$ cat src/rtl/external_int_ctrl_prio.sv
// rtl/external_int_ctrl_prio.sv - prioritised external interrupt controller with claim/complete
// Build option: define EXT_INT_SYNC_EN to pass irq_source through a 2-flop synchronizer.

package external_int_ctrl_prio_pkg;
    typedef struct packed {
        logic [31:0] waddr;
        logic [31:0] wdata;
        logic [31:0] raddr;
    } sys_peripheral_t;

    typedef struct packed {
        logic wen;
        logic ren;
    } sel_t;
endpackage

module external_int_ctrl_prio
    import external_int_ctrl_prio_pkg::*;
#(
    parameter int INT_NUM   = 32,
    parameter int PRIO_BITS = 3
) (
    input  logic                hb_clk,
    input  logic                rst_sync_n,
    input  sys_peripheral_t     sys_share,
    input  sel_t                sel,
    output logic [31:0]         rdata,
    input  logic [INT_NUM-1:0]  irq_source,
    output logic [26:0]         custom_int_code,
    output logic                mextern_int
);

    localparam logic [7:0] OFF_ENABLE    = 8'h00;
    localparam logic [7:0] OFF_PENDING   = 8'h04;
    localparam logic [7:0] OFF_TRIGGER   = 8'h08;
    localparam logic [7:0] OFF_THRESHOLD = 8'h0C;
    localparam logic [7:0] OFF_CLAIM     = 8'h10;
    localparam logic [7:0] OFF_INSERVICE = 8'h14;

    logic [INT_NUM-1:0]   enable_q;
    logic [INT_NUM-1:0]   pending_q;
    logic [INT_NUM-1:0]   trigger_q;
    logic [INT_NUM-1:0]   inservice_q;
    logic [INT_NUM-1:0]   hist_q;
    logic                 hist_vld_q;
    logic [PRIO_BITS-1:0] threshold_q;
    logic [PRIO_BITS-1:0] prio_q [INT_NUM];

    logic [INT_NUM-1:0]   src;
    logic                 src_arm;
    logic [INT_NUM-1:0]   rise;
    logic [INT_NUM-1:0]   cand;
    logic [INT_NUM-1:0]   claim_vec;
    logic [INT_NUM-1:0]   cmp_vec;
    logic [INT_NUM-1:0]   pending_nxt;
    logic [INT_NUM-1:0]   inservice_nxt;
    logic [5:0]           best_id;
    logic [PRIO_BITS-1:0] best_prio;
    logic [31:0]          prio_word [4];
    logic [31:0]          rd_val;

    logic [7:0]           waddr_b;
    logic [7:0]           raddr_b;
    logic [31:0]          wdata;
    logic                 wr_enable;
    logic                 wr_pending;
    logic                 wr_trigger;
    logic                 wr_threshold;
    logic                 wr_complete;
    logic                 wr_prio;
    logic                 rd_claim;
    logic                 claim_fire;
    logic                 cmp_ok;
    logic                 unused_addr_bits;

    assign waddr_b = sys_share.waddr[7:0];
    assign raddr_b = sys_share.raddr[7:0];
    assign wdata   = sys_share.wdata;
    assign unused_addr_bits = ^{sys_share.waddr[31:8], sys_share.raddr[31:8]};

    assign wr_enable    = sel.wen && (waddr_b == OFF_ENABLE);
    assign wr_pending   = sel.wen && (waddr_b == OFF_PENDING);
    assign wr_trigger   = sel.wen && (waddr_b == OFF_TRIGGER);
    assign wr_threshold = sel.wen && (waddr_b == OFF_THRESHOLD);
    assign wr_complete  = sel.wen && (waddr_b == OFF_CLAIM);
    assign wr_prio      = sel.wen && (waddr_b[7:4] == 4'h2) && (waddr_b[1:0] == 2'b00);
    assign rd_claim     = sel.ren && (raddr_b == OFF_CLAIM);

`ifdef EXT_INT_SYNC_EN
    logic [INT_NUM-1:0] sync1_q;
    logic [INT_NUM-1:0] sync2_q;
    logic [1:0]         arm_q;

    // arm_q follows the synchronizer fill so edge history only counts once real samples arrive
    always_ff @(posedge hb_clk) begin
        if (!rst_sync_n) begin
            sync1_q <= '0;
            sync2_q <= '0;
            arm_q   <= '0;
        end else begin
            sync1_q <= irq_source;
            sync2_q <= sync1_q;
            arm_q   <= {arm_q[0], 1'b1};
        end
    end

    assign src     = sync2_q;
    assign src_arm = arm_q[1];
`else
    assign src     = irq_source;
    assign src_arm = 1'b1;
`endif

    // A source already high when history becomes valid is not an edge
    assign rise = src & ~hist_q & {INT_NUM{hist_vld_q}};

    always_comb begin
        cand = '0;
        for (int k = 0; k < INT_NUM; k++) begin
            cand[k] = pending_q[k] && !inservice_q[k] && (prio_q[k] > threshold_q);
        end
    end

    // Strict greater-than keeps the lowest index on equal priority
    always_comb begin
        best_id   = '0;
        best_prio = '0;
        for (int k = 0; k < INT_NUM; k++) begin
            if (cand[k] && (prio_q[k] > best_prio)) begin
                best_prio = prio_q[k];
                best_id   = 6'(k + 1);
            end
        end
    end

    assign claim_fire = rd_claim && (best_id != 6'd0);
    assign cmp_ok     = wr_complete && (wdata != 32'd0) && (wdata <= 32'(INT_NUM));

    always_comb begin
        claim_vec = '0;
        cmp_vec   = '0;
        for (int k = 0; k < INT_NUM; k++) begin
            claim_vec[k] = claim_fire && (best_id == 6'(k + 1));
            cmp_vec[k]   = cmp_ok && (wdata == 32'(k + 1));
        end
    end

    // A fresh edge beats every clear source on the same cycle
    always_comb begin
        pending_nxt = pending_q;
        for (int k = 0; k < INT_NUM; k++) begin
            if (!trigger_q[k]) begin
                pending_nxt[k] = src[k] && enable_q[k];
            end else if (rise[k] && enable_q[k]) begin
                pending_nxt[k] = 1'b1;
            end else if (!enable_q[k] || claim_vec[k] || (wr_pending && wdata[k])) begin
                pending_nxt[k] = 1'b0;
            end
        end
    end

    assign inservice_nxt = (inservice_q & ~cmp_vec) | claim_vec;

    always_comb begin
        for (int w = 0; w < 4; w++) begin
            prio_word[w] = '0;
        end
        for (int k = 0; k < INT_NUM; k++) begin
            prio_word[k / 8][4 * (k % 8) +: PRIO_BITS] = prio_q[k];
        end
    end

    always_comb begin
        rd_val = '0;
        case (raddr_b)
            OFF_ENABLE:    rd_val = 32'(enable_q);
            OFF_PENDING:   rd_val = 32'(pending_q);
            OFF_TRIGGER:   rd_val = 32'(trigger_q);
            OFF_THRESHOLD: rd_val = 32'(threshold_q);
            OFF_CLAIM:     rd_val = 32'(best_id);
            OFF_INSERVICE: rd_val = 32'(inservice_q);
            8'h20, 8'h24, 8'h28, 8'h2C: rd_val = prio_word[raddr_b[3:2]];
            default:       rd_val = '0;
        endcase
    end

    always_ff @(posedge hb_clk) begin
        if (!rst_sync_n) begin
            enable_q        <= '0;
            pending_q       <= '0;
            trigger_q       <= '0;
            inservice_q     <= '0;
            hist_q          <= '0;
            hist_vld_q      <= 1'b0;
            threshold_q     <= '0;
            rdata           <= '0;
            mextern_int     <= 1'b0;
            custom_int_code <= '0;
            for (int k = 0; k < INT_NUM; k++) begin
                prio_q[k] <= '0;
            end
        end else begin
            hist_q      <= src;
            hist_vld_q  <= src_arm;
            pending_q   <= pending_nxt;
            inservice_q <= inservice_nxt;
            if (wr_enable) begin
                enable_q <= wdata[INT_NUM-1:0];
            end
            if (wr_trigger) begin
                trigger_q <= wdata[INT_NUM-1:0];
            end
            if (wr_threshold) begin
                threshold_q <= wdata[PRIO_BITS-1:0];
            end
            for (int k = 0; k < INT_NUM; k++) begin
                if (wr_prio && (waddr_b[3:2] == 2'(k / 8))) begin
                    prio_q[k] <= wdata[4 * (k % 8) +: PRIO_BITS];
                end
            end
            if (sel.ren) begin
                rdata <= rd_val;
            end
            mextern_int     <= |cand;
            custom_int_code <= {21'b0, best_id};
        end
    end

endmodule

$ cat config.mk
export PLATFORM = sky130hd
export DESIGN_NAME = external_int_ctrl_prio
export DESIGN_NICKNAME = d
export VERILOG_FILES = /design/src/rtl/external_int_ctrl_prio.sv
export SDC_FILE = /design/constraint.sdc
export NUM_CORES = 1
export LEC_CHECK = 0
export BUFFER_PORTS_ARGS = -buffer_cell sky130_fd_sc_hd__buf_2
export CORE_MARGIN = 10
export CORE_UTILIZATION = 45
export DETAILED_ROUTE_END_ITERATION = 10
export GPL_TIMING_DRIVEN = 0
export PLACE_DENSITY = 0.6
export SETUP_SLACK_MARGIN = 0.1
export SYNTH_ARGS = -nofsm -noshare
export SYNTH_HDL_FRONTEND = slang
export SYNTH_SLANG_ARGS = --single-unit
$ cat constraint.sdc
create_clock -name hb_clk -period 83.6 [get_ports hb_clk]
set_input_delay 16.72 -clock hb_clk [delete_from_list [all_inputs] [get_ports hb_clk]]
set_output_delay 16.72 -clock hb_clk [all_outputs]
set_load 0.01 [all_outputs]
### Yosys cells after proc, flatten, opt, wreduce, memory -nomap -nowiden

Memories as Yosys holds them, arrays and structs flattened.
Index checks and enable logic that the tools add are counted.

* memories kept: 1
* flip-flop bits (word level): 224
* RAM bits: 96

Memory list
* prio_q: words 32, width 3, read ports 32, clocked after memory_dff 0, write ports 32, line 47 `logic [PRIO_BITS-1:0] prio_q [INT_NUM];`

* muxes and demuxes: 209
* magnitude comparators: 66
* equal/unequal tests: 113
* bitwise logic cells: 39
* reductions and logical operators: 407

Operator list (count)
* $eq A32 B5 Y1 const B: 16
* $logic_and A1 B1 Y1: 271
* $eq A32 B4 Y1 const B: 8
* $pmux W32 S7: 1
* $gt A3 B3 Y1: 63
* $mux W3: 63
* $mux W6: 31
* $eq A32 B3 Y1 const B: 4
* $mux W1: 111
* $and A32 B32 Y32: 3
* $eq A6 B5 Y1 const B: 16
* $ne A3 B1 Y1 const B: 32
* $bmux W32 S2: 1
* $eq A32 B2 Y1 const B: 2
* $logic_not A1 Y1: 64
* $logic_or A1 B1 Y1: 64
* $mux W32: 2
* $not A32 Y32: 2
* $eq A6 B4 Y1 const B: 8
* $eq A32 B1 Y1 const B: 1
* $eq A32 B6 Y1 const B: 1
* $eq A8 B4 Y1 const B: 4
* $eq A8 B6 Y1 const B: 4
* $le A32 B6 Y1 const B: 1
* 20 further kinds: 61

### Logic depth before layout (Yosys ltp)

* depth in word-level cells: 106
* mapped depth: 241
* mapped depth without buffers: 240

### Worst setup path after synthesis

Ideal clock, no wire load.

* path kind: register -> register
* start point: register threshold_q[1]
* end point: register pending_q[19]
* setup slack: 42116 ps
* path buffers: 0
* arrival time: 41367 ps
* cell stages (with the launch flop): 227
* required time: 83483 ps
* period minus slack after synthesis: 41484 ps
* cell sequence: dfxtp_1 inv_1 ha_1 nor2b_1 o311ai_0 nor3_1 ha_1 o21ai_1 nand3_1 nor2_1 nor2_1 ha_1 nor2b_1 o21a_1 o21ai_1 or3_1 o21a_2 clkinv_4 (+191 left out) nor2_1 mux2i_1 ha_1 nor2b_1 o21a_1 o211ai_1 inv_1 o21a_1 ha_1 nor2b_1 o21ai_0 nand2b_1 nand3_1 and2_0 nand2_1 nor4_2 nand2_1 a22o_1

* cells in the longest elaborated chain, start to end: 103

RTL lines
* start: declaration: line 46 `logic [PRIO_BITS-1:0] threshold_q;`
* start signal: assignment: line 214 `threshold_q <= wdata[PRIO_BITS-1:0];`
* $gt A3 B3 Y1: line 120 `cand[k] = pending_q[k] && !inservice_q[k] && (prio_q[k] > threshold_q);`
* $logic_and A1 B1 Y1: line 120
* $logic_and A1 B1 Y1: line 129 `if (cand[k] && (prio_q[k] > best_prio)) begin`
* $mux W3: line 129
* $gt A3 B3 Y1: line 129
* $logic_and A1 B1 Y1: line 129
* $mux W3: line 129
* $gt A3 B3 Y1: line 129
* (+86 left out)
* $gt A3 B3 Y1: line 129
* $logic_and A1 B1 Y1: line 129
* $mux W6 (*): line 129
* $reduce_bool A6 Y1: line 136 `assign claim_fire = rd_claim && (best_id != 6'd0);`
* $logic_and A1 B1 Y1: line 136
* $logic_and A1 B1 Y1 (*): line 143 `claim_vec[k] = claim_fire && (best_id == 6'(k + 1));`
* $logic_or A1 B1 Y1 (*) (2 in series): line 156 `end else if (!enable_q[k] || claim_vec[k] || (wr_pending && wdata[k])) begin`
* $ne A3 B1 Y1 (no line) (*)
* end signal: assignment: line 205 `pending_q <= pending_nxt;`
* end: declaration: line 41 `logic [INT_NUM-1:0] pending_q;`

Mark *: on every way between the ends. The rest lies on a longest branch, timed or not.
A chain may end at the register's enable or synchronous reset.

### Worst setup path after layout

* start point: register threshold_q[1]
* end point: register pending_q[24]

The elaborated chain is that of the path after synthesis.

==> key figures <==
Status
  • Outcome: complete, no violations

Placement
  • Routability cong.: 0.964
  • PortBufs: 118
  • DP HPWL: 69100 microns
  • Placed cell count: 3159
  • Pre-CTS setup slack: 35060 ps

Power and ir drop
  • IR drop worst, VDD: 0.0139 mV
  • Leak: 9.07 nW
  • Power per cell area: 14.9 mW/mm^2
  • Total power: approximately 340 uW

Cells and area
  • Footprint of the multi-input gates: 0.0125 sq mm
  • Leading cell types in the layout, fill and taps excluded: nand2_1, nor2_1, dfxtp_1
  • Area Growth Syn to Fin: 12.4%
  • Register Area: 0.00695 sq mm
  • Fin cells: 3216
  • Ratio of cells with drive above 1 in the final layout: 11.2%
  • FILL cells: 4307
  • NumNets Final: ~2900
  • Commonest non-fill, non-tap cell in the layout: nand2_1

Route
  • Routed Wire Length: 87500 microns
  • DRT iter0 DRCs: approximately 2700
  • Drt wl/cell: between 20 and 30 microns
  • Vias: 20942
  • Vias per cell: ~6.5
  • DRC viols: 0
  • Final ANT Viol Nets: 0
  • Pre-antenna DRT Iters: 10

Setup path
  • Worst Setup SP: threshold_q[1]
  • CP Class: flip-flop to flip-flop
  • WP data required: around 84000 ps
  • Critical Path Sink Type: flip-flop
  • Worst path top cell family by delay: compound AO/OA/AOI/OAI gates
  • Crit path buf inv count: 5
  • Slowest-stage cell, CP: inv_2
  • Max FO, Critical Path: 32
  • Most frequent CP cell: nor2_1
  • CP startpoint kind: flip-flop
  • Worst r2r src: threshold_q[1]
  • Endpoint arrival time on the critical path: 50130 ps
  • Slowest cell delay on critical path: 600 ps

Clock network
  • Setup Buffers After CTS: 0
  • Root buf cell: clkbuf_16
  • Num CTS Buffers: 31
  • # H-tree levels: 1
  • Clock transition at path regs: 60 ps
  • Cells resized by post-CTS repair: 0
  • Clock tree buffer depth: 3
  • Hold buffer count at cts: 0
  • Clock Latency Late Sink: around 590 ps
  • CTS sink cnt: between 200 and 300
  • CTS tree: yes

Floorplan
  • Die width: 233 microns
  • Core Area: 0.0445 sq mm
  • Rows: a little under 80
  • Die area: around 0.054 sq mm
  • Initial Util: 45.7%
  • # IOs: between 150 and 200
  • DIE HEIGHT: 233 microns

Timing
  • RSZ-0062 raised after global routing: false
  • Worst hold margin: 446 ps
  • Final Max Tran Viols: 0
  • Sum Neg Setup Slack: 0 ps
  • Fin crit share: a little under 60%
  • Worst slew pin tran: 1470 ps
  • Relative slew margins: 1.79%
  • Final min period: around 50000 ps
  • Final-report hold violation count: 0
  • Setup WS post-layout: 33950 ps
  • Max Clock Skew: 19.1 ps
  • Final setup viols: 0
  • Max frequency: slightly above 20 MHz

GRT
  • Largest net degree at the start of global routing: 33
  • GR Util All Layers: 31.0%
  • Initial antenna violation count: 5
  • Number of global-route vias before repair: 19347
  • First-pass GRT wire length: 126000 microns
  • Total grt overflow: 0

Run
  • MaxCap Viol Count: 0

Hold path
  • Hold path startpoint: rdata[4]
  • Hold Crit Class: flip-flop to flip-flop

Synth
  • FF+latch count, synth: 299
  • Syn. warnings: 0
  • Avg Cell Area, Syn: 8.39 sq um
  • Count of different cell masters after synthesis: 106
  • Yosys top cell area share: 20.0%
  • Area contributors post-synth: dfxtp_1, edfxtp_1, ha_1, nand2_1, a21oi_1
  • Netlist Area Pre-Place: 0.0204 sq mm
  • Largest area contributor in the netlist: dfxtp_1
  • Seq/Total Area, Yosys: 34.1%
  • Predominant post-synthesis flop cell: dfxtp_1
  • EDFF count, synth: between 90 and 100
  • Syn Inst Count: 2425
  • Post-synth ARST share: 0%
## worst reg2reg max path, delay by kind of cell, from the launching register on
kind / cells / cell delay (ps)
AOI/OAI and AO/OA: 82 / 19210
and+or+nand+nor: 93 / 15200
adders and majority gates: 40 / 11410
muxes: 6 / 2260
buffers and inverters: 5 / 1150
DFF: 1 / 330
## synth_stat cells, types with 7 or more instances
library cell,n
nand2_1,341
nor2_1,219
dfxtp_1,203
a21oi_1,185
ha_1,136
o21ai_0,126
inv_1,115
edfxtp_1,96
clkbuf_1,91
nand3_1,71
and3_1,60
and2_1,58
nor3_1,40
nand4_1,39
a21o_1,37
a211oi_1,33
a221oi_1,30
a22o_1,28
mux4_2,27
nor4_1,27
o21a_1,26
a222oi_1,25
nor4b_1,25
mux2i_1,24
a31oi_1,23
nor2b_1,23
buf_4,21
o211ai_1,18
o31ai_1,17
nand2b_1,15
or3_1,14
a22oi_1,11
nand3b_1,11
maj3_1,9
o22ai_1,9
mux2_2,8
a2111oi_0,7
a221o_1,7
a32oi_1,7
nor3b_1,7
o211a_1,7
o221ai_1,7
## registers in the layout, indices dropped and copies added (netlist names)
register	cells
rdata	32
threshold_q	3
hist_vld_q	1
custom_int_code	6
hist_q	32
prio_q	96
trigger_q	32
inservice_q	32
pending_q	32
enable_q	32
mextern_int	1
## routing by layer
| metal | track usage (%) | vias up | wire [microns] |
|---|---|---|---|
| li1 | - | 9409 | - |
| met1 | 41.3 | 10141 | 35400 |
| met2 | 49.0 | 1221 | 39200 |
| met3 | 5.71 | 169 | 9310 |
| met4 | 12.1 | 2 | 3640 |
| met5 | 0 | - | 13 |
## path summary, 6_finish.rpt
| path | endpoint | slack [ps] | depth (start not counted) |
|---|---|---|---|
| setup reg to reg | pending_q[24] | 33950 | 226 |
| hold / removal | rdata[4] | 450 | 1 |
| hold reg to reg | rdata[4] | 450 | 1 |
| setup / recovery | pending_q[24] | 33950 | 226 |
## where the power goes
group	total (mW)	switching [mW]	internal (mW)	leakage (nW)
registers	0.162	0.00757	0.155	2.57
logic	0.0361	0.0237	0.0123	5.97
clock network	0.143	0.0614	0.0818	0.528
## cells by family (layout without fill, tap and decap cells)
group | Yosys count | in the layout | share of synthesized area [%]
AOI/OAI and AO/OA | 686 | 686 | 23.3
DFF | 299 | 299 | 34.1
and+or+nand+nor | 992 | 992 | 24.1
other | 1 | 22 | 0.0184
buffers and inverters | 241 | 419 | 4.95
adders and majority gates | 146 | 146 | 8.86
muxes | 59 | 59 | 4.61
xor gates and xnor gates | 1 | 1 | 0.0430
## through the flow
step / utilization [%] / instance area (sq um)
after global placement: 48.9 / 21800
after floorplan: - / 20400
final: 51.4 / 22900
after detailed placement: 49.1 / 21800
after CTS: 51.4 / 22900
after global routing: 51.4 / 22900
## final cells by class
class	count	area share, %
Antenna cell	1	0.0109
Buffer	124	2.47
Clock buffer	45	4.17
Clock inverter	11	0.366
Inverter	117	1.94
Multi-Input combinational cell	1905	54.6
Sequential cell	299	30.4
Tap cell	592	3.24
Timing Repair Buffer	122	2.82
Power figures use the tool's default switching activity.
